==> src/rtl/fwd_hazard_unit.sv <==
// Operand forwarding and load-use hazard detection over a shift pipeline of in-flight register writes.
// Optional STALL_CNT_EN adds a saturating load-use stall counter output (stall_cnt).
module fwd_hazard_unit #(
   parameter int DATA_W     = 16,
   parameter int REG_AW     = 3,
   parameter int NSTAGE     = 3,
   parameter int LOAD_STAGE = 1
) (
   input  logic                     clk,
   input  logic                     rst,
   input  logic                     id_valid,
   input  logic [REG_AW-1:0]        id_rs,
   input  logic [REG_AW-1:0]        id_rt,
   input  logic                     id_use_rs,
   input  logic                     id_use_rt,
   input  logic                     id_wr_en,
   input  logic [REG_AW-1:0]        id_wr_addr,
   input  logic                     id_is_load,
   input  logic [DATA_W-1:0]        rf_data_a,
   input  logic [DATA_W-1:0]        rf_data_b,
   input  logic [NSTAGE*DATA_W-1:0] st_data,
   input  logic                     mem_stall,
   input  logic                     flush,
   output logic [DATA_W-1:0]        fwd_data_a,
   output logic [DATA_W-1:0]        fwd_data_b,
   output logic [3:0]               fwd_sel_a,
   output logic [3:0]               fwd_sel_b,
   output logic                     haz_stall,
`ifdef STALL_CNT_EN
   output logic [15:0]              stall_cnt,
`endif
   output logic                     err
);

   logic [NSTAGE-1:0]             v_q, v_d;
   logic [NSTAGE-1:0]             ld_q, ld_d;
   logic [NSTAGE-1:0][REG_AW-1:0] addr_q, addr_d;
   logic                          stall_a, stall_b;

   // Scan oldest to youngest so the lowest matching entry overwrites older hits.
   always_comb begin
      fwd_sel_a  = '0;
      fwd_data_a = rf_data_a;
      stall_a    = 1'b0;
      for (int k = NSTAGE - 1; k >= 0; k--) begin
         if (v_q[k] && (addr_q[k] == id_rs) && id_use_rs && id_valid) begin
            if (ld_q[k] && (k < LOAD_STAGE)) begin
               stall_a    = 1'b1;
               fwd_sel_a  = '0;
               fwd_data_a = rf_data_a;
            end else begin
               stall_a    = 1'b0;
               fwd_sel_a  = 4'(k + 1);
               fwd_data_a = st_data[k*DATA_W +: DATA_W];
            end
         end
      end
   end

   always_comb begin
      fwd_sel_b  = '0;
      fwd_data_b = rf_data_b;
      stall_b    = 1'b0;
      for (int k = NSTAGE - 1; k >= 0; k--) begin
         if (v_q[k] && (addr_q[k] == id_rt) && id_use_rt && id_valid) begin
            if (ld_q[k] && (k < LOAD_STAGE)) begin
               stall_b    = 1'b1;
               fwd_sel_b  = '0;
               fwd_data_b = rf_data_b;
            end else begin
               stall_b    = 1'b0;
               fwd_sel_b  = 4'(k + 1);
               fwd_data_b = st_data[k*DATA_W +: DATA_W];
            end
         end
      end
   end

   assign haz_stall = stall_a | stall_b;
   assign err       = flush & mem_stall;

   // A stalled or flushed issue slot enters the pipeline as a bubble.
   always_comb begin
      v_d    = v_q;
      ld_d   = ld_q;
      addr_d = addr_q;
      if (!mem_stall) begin
         for (int k = NSTAGE - 1; k >= 1; k--) begin
            v_d[k]    = v_q[k-1];
            ld_d[k]   = ld_q[k-1];
            addr_d[k] = addr_q[k-1];
         end
         v_d[0]    = id_valid & id_wr_en & ~haz_stall & ~flush;
         ld_d[0]   = id_is_load;
         addr_d[0] = id_wr_addr;
      end
   end

   always_ff @(posedge clk) begin
      if (!rst) begin
         v_q    <= '0;
         ld_q   <= '0;
         addr_q <= '0;
      end else begin
         v_q    <= v_d;
         ld_q   <= ld_d;
         addr_q <= addr_d;
      end
   end

`ifdef STALL_CNT_EN
   logic [15:0] cnt_q, cnt_d;

   always_comb begin
      cnt_d = cnt_q;
      if (haz_stall && !mem_stall && (cnt_q != 16'hFFFF))
         cnt_d = cnt_q + 16'd1;
   end

   always_ff @(posedge clk) begin
      if (!rst)
         cnt_q <= '0;
      else
         cnt_q <= cnt_d;
   end

   assign stall_cnt = cnt_q;
`endif

endmodule

==> config.mk <==
export PLATFORM = sky130hd
export DESIGN_NAME = fwd_hazard_unit
export DESIGN_NICKNAME = d
export VERILOG_FILES = /design/src/rtl/fwd_hazard_unit.sv
export SDC_FILE = /design/constraint.sdc
export NUM_CORES = 1
export LEC_CHECK = 0
export ABC_AREA = 1
export CORE_MARGIN = 2
export CORE_UTILIZATION = 40
export CTS_CLUSTER_DIAMETER = 40
export DETAILED_ROUTE_END_ITERATION = 10
export PLACE_DENSITY = 0.8
export REMOVE_ABC_BUFFERS = 1
export SLEW_MARGIN = 20
export SYNTH_ARGS = -nofsm -noshare
export SYNTH_HDL_FRONTEND = slang
export SYNTH_SLANG_ARGS = --single-unit
==> constraint.sdc <==
create_clock -name clk -period 2.09 [get_ports clk]
set_input_delay 0.418 -clock clk [delete_from_list [all_inputs] [get_ports clk]]
set_output_delay 0.418 -clock clk [all_outputs]
set_load 0.005 [all_outputs]
After elaboration in Yosys (flattened, before gate mapping). Cells that the tools add are included.

Equal/unequal tests: 6. Muxes and demuxes: 18. Bitwise operators: 7. Reductions and logical operators: 18.

Operators by type and width (count): 2-to-1 mux 16 bit (8); equality test 3 bit (6); logical AND 1 bit (18); 2-to-1 mux 4 bit (3); 2-to-1 mux 2 bit (3); bitwise AND 1 bit (4); 2-to-1 mux 1 bit (4); inverter 1 bit (2); OR 1 bit (1).

Register bits: 13. Input port bits: 98. Logic and storage cells: 54.

Depth between registers and ports, before layout.
Word-level depth: 9. Gate-level depth with buffers: 11.

Least setup slack after synthesis. No wires, ideal clock.

Kind: input to output. Start point: input id_valid. End point: output fwd_data_a[10]. Arrival: 1.335 ns. Data required time: 1.672 ns. Slack: 0.337 ns. Cell stages on the path: 10. Cells stage by stage: buf_4 > nand2_1 > nor2_1 > nand3_1 > nor2_4 > buf_6 > nand3_1 > nand3_1 > nand2_1 > inv_1.

Word-level cells in the longest chain between the ends: 4. Elaborated cells between the ends (all ways): 6.

Ends and longest elaborated chain: start: declaration (line 11) `input logic id_valid,`; logical AND 1 bit (line 46) `if (v_q[k] && (addr_q[k] == id_rs) && id_use_rs && id_valid) begin`; 2-to-1 mux 16 bit (2 in series) (line 46); 2-to-1 mux 16 bit (*) (line 46); end: declaration (line 24) `output logic [DATA_W-1:0] fwd_data_a,`.

Every way passes the cells marked *; elsewhere a longest branch is shown, timed or not.

Worst setup path in the final report.
Start point: register addr_q[3] (netlist name). End point: output fwd_data_b[1].

Word-level cells in the longest chain between the ends: 6.

Ends and longest elaborated chain: start: declaration (line 37) `logic [NSTAGE-1:0][REG_AW-1:0] addr_q, addr_d;`; start signal: assignment (line 107) `addr_q <= addr_d;`; equality test 3 bit (line 65) `if (v_q[k] && (addr_q[k] == id_rt) && id_use_rt && id_valid) begin`; logical AND 1 bit (3 in series) (line 65); 2-to-1 mux 16 bit (2 in series) (line 65); end: declaration (line 25) `output logic [DATA_W-1:0] fwd_data_b,`.

No other way between the ends.

==> flow_summary_export.csv <==
group,metric,value,unit
final_layout,utilization,0.828,
pwr,finalPower,1.39,mW
grt,first_global_vias,4623,
logic_synthesis,synth_top_family_by_area,"simple AND/OR/NAND/NOR gates",
critical_path,cp-end-kind,"output pin",
die,initial_core_util,0.410,
place,portBuffers,135,
final_layout,n_fill_cell,376,
die,die-area,7610,µm²
grt,antenna_found_initial,0,
cts,clock_sinks,13,
sta,final_max_slew_viol_count,0,
cts,cts_buffer_depth,2,
die,fp.dieW,87.2,µm
sta,period_share,1.09,
detailed_routing,wire_per_inst,20.8,µm
logic_synthesis,ys_seq_area_frac,0.0939,
pwr,ir_worst_vdd,0.000496,V
detailed_routing,wl,17.3,mm
critical_path,worst_ep_arrival_time,1.85,ns
hold_path,hp-start,"addr_q[8]",
logic_synthesis,synth_edf_count,0,
logic_synthesis,synth_compound_area_frac,0.109,
logic_synthesis,async_reset_ff_frac,0,
place,gp_congestion,0.943,
logic_synthesis,synth-adder-area-share,0,
logic_synthesis,yosys.area.top_type_share,0.248,
logic_synthesis,yosys.area.top_type,"nand3_1",
detailed_routing,dr.first_iter.drc_count,562,
cts,hold_buffers,0,
cts,cts_tree,"yes",
sta,report.final.hold_viol_count,0,
critical_path,cp.required,1.67,ns
run_status,violations,"setup timing",
pwr,p_per_area,249,nW/µm²
detailed_routing,drt-pass1-iter-count,6,
final_layout,layout.cells.non_filler,829,
logic_synthesis,synth_commonest_cells,"nand2_1, nand3_1, inv_1",
place,hpwl,7.80,mm
pwr,leakage,2.79,nW
logic_synthesis,synth_area,2770,µm²
die,rows,30,
sta,period_minus_slack,2.27,ns
die,die_h,87.2,µm
cts,cts_max_level,1,
logic_synthesis,synth_area_leaders,"nand3_1, nand2_1, inv_1, dfxtp_1, a21oi_1",
sta,setup_viol,35,
detailed_routing,ant_nets,0,
detailed_routing,vias_per_cell,6.17,
cts,clkTransAtPathRegs,0.06,ns
final_layout,final_net_count,848,
cts,clkLatencyLatePin,0.26,ns
sta,setup_slack,-0.180,ns
grt,grt.total_usage,0.358,
critical_path,reg2reg_setup_slack,0.77,ns
die,core_area,6760,µm²
final_layout,area_growth,102,%
sta,hold_ws,0.516,ns
place,dpl.cell_count,773,
grt,grt_overflow,0,
logic_synthesis,synth-seq-cells,13,
grt,grt_pass1_wl,21.7,mm
critical_path,worstSetupPathType,"reg -> out",
critical_path,worst_setup_path_start_kind,"flop",
sta,rsz0062_at_grt,"true",
final_layout,multi_input_area,2590,µm²
sta,clock.fmax,441,MHz
logic_synthesis,yosysMostFrequentCell,"nand2_1",
final_layout,num_antenna_cells,0,
sta,skew,0.00211,ns
cts,cts_buffers,3,
final_layout,regArea,287,µm²
logic_synthesis,synth_cells,547,
grt,grt_max_degree,32,
final_layout,drive_gt1_frac,0.435,
logic_synthesis,post_synth_xor_area_fraction,0.0158,
run_status,status,"finished with violations",
critical_path,reg2reg_from,"addr_q[0]",
cts,cts_root_buf,"clkbuf_8",
logic_synthesis,dominantRegCellSynth,"dfxtp_1",
logic_synthesis,yosysWarnings,0,
critical_path,critPathMaxFanout,9,
detailed_routing,dr_total_vias,5111,
logic_synthesis,synthMuxAreaShare,0,
logic_synthesis,ys_types,26,
die,io_pins,140,
logic_synthesis,avgSynthCellArea,5.06,µm²
job,maxCapViolations,0,
hold_path,hold_path.class,"reg -> reg",
logic_synthesis,synth-simple-area-share,0.554,
critical_path,crit_start,"addr_q[3]",
place,pre_cts_slack,-0.841,ns
detailed_routing,drcViolationCount,0,
==> cells in the final DEF, fill, tap and decap left out, types with 4 or more instances in the layout <==
| cell | synthesis | final |
|---|---|---|
| nand2_4 | 2 | 11 |
| nand3_1 | 137 | 68 |
| buf_6 | 10 | 40 |
| nand2_2 | 8 | 40 |
| nand3_2 | 2 | 68 |
| nand2_1 | 147 | 105 |
| clkdlybuf4s50_1 | 0 | 89 |
| dfxtp_4 | 0 | 5 |
| a21oi_1 | 44 | 43 |
| conb_1 | 1 | 4 |
| buf_2 | 4 | 33 |
| dfxtp_2 | 0 | 6 |
| nand2_8 | 0 | 7 |
| inv_2 | 5 | 29 |
| nor2_1 | 31 | 26 |
| nor2_4 | 5 | 6 |
| inv_1 | 95 | 68 |
| nor2_2 | 1 | 5 |
| o21ai_0 | 13 | 12 |
| buf_4 | 11 | 34 |
| buf_12 | 0 | 17 |
==> worst max-delay path, cell delays in order (launching register included) <==
cell and delay, ns:
dfxtp_4 0.39, inv_4 0.05, nand2_2 0.06, nand2_2 0.06, nor2_4 0.14, buf_6 0.13
buf_12 0.13, nand3_1 0.12, nand2_1 0.12, inv_1 0.07, nand3_1 0.10, nand2_1 0.06
inv_1 0.05, buf_2 0.10
==> metal layers <==
layer | up-vias | wire, µm | part of all wire | GRT usage
met3 | 214 | 2390 | 0.14 | 0.0796
met4 | 0 | 1720 | 0.10 | 0.185
li1 | 2135 | - | - | -
met1 | 2245 | 5750 | 0.33 | 0.415
met2 | 517 | 7390 | 0.43 | 0.613
met5 | - | 0 | 0 | 0
==> power breakdown <==
group	switching, mW	total (mW)	internal, mW
logic	0.433	0.860	0.427
registers	0.0237	0.287	0.264
clock network	0.113	0.246	0.133
total	0.570	1.39	0.823
==> layout make-up <==
class                           count  area share
Tap cell                           80      0.0179
Sequential cell                    13      0.0512
Multi-Input combinational cell    409       0.464
Inverter                          102      0.0709
Clock inverter                      1    0.000895
Timing Repair Buffer              221       0.388
Clock buffer                        3     0.00738
==> flip-flops by register name (all words and copies together) (netlist names) <==
signal	cells
ld_q	1
v_q	3
addr_q	9
==> path summary, 6_finish.rpt <==
| check | cells after the start | to |
|---|---|---|
| max | 13 | fwd_data_b[1] |
| min | 2 | addr_q[8] |
| max reg2reg | 8 | v_q[0] |
| min reg2reg | 2 | addr_q[8] |
==> through the flow <==
stage	instance area (µm²)	TNS [ns]
3_3_place_gp	4380	-27.49
6_report	5590	-3.33
4_1_cts	5100	-0.546
5_1_grt	5590	-5.62
3_5_place_dp	4380	-28.61
2_1_floorplan	2540	0
==> cell families (layout without fill, tap and decap cells) <==
family / after synthesis / after routing
and+or+nand+nor: 335 / 341
buffers and inverters: 134 / 327
other: 1 / 4
xor gates and xnor gates: 5 / 5
DFF: 13 / 13
AOI/OAI and AO/OA: 59 / 59
==> timing repair <==
item / in CTS / in global routing
pin swaps: 59 / 48
cloned: 7 / 2
setup buffers: 40 / 7
endpoints found under the hold margin: 0 / 0
resized for setup: 296 / 122
setup endpoints to repair: 37 / 36
(Power assumes the default switching activity.)
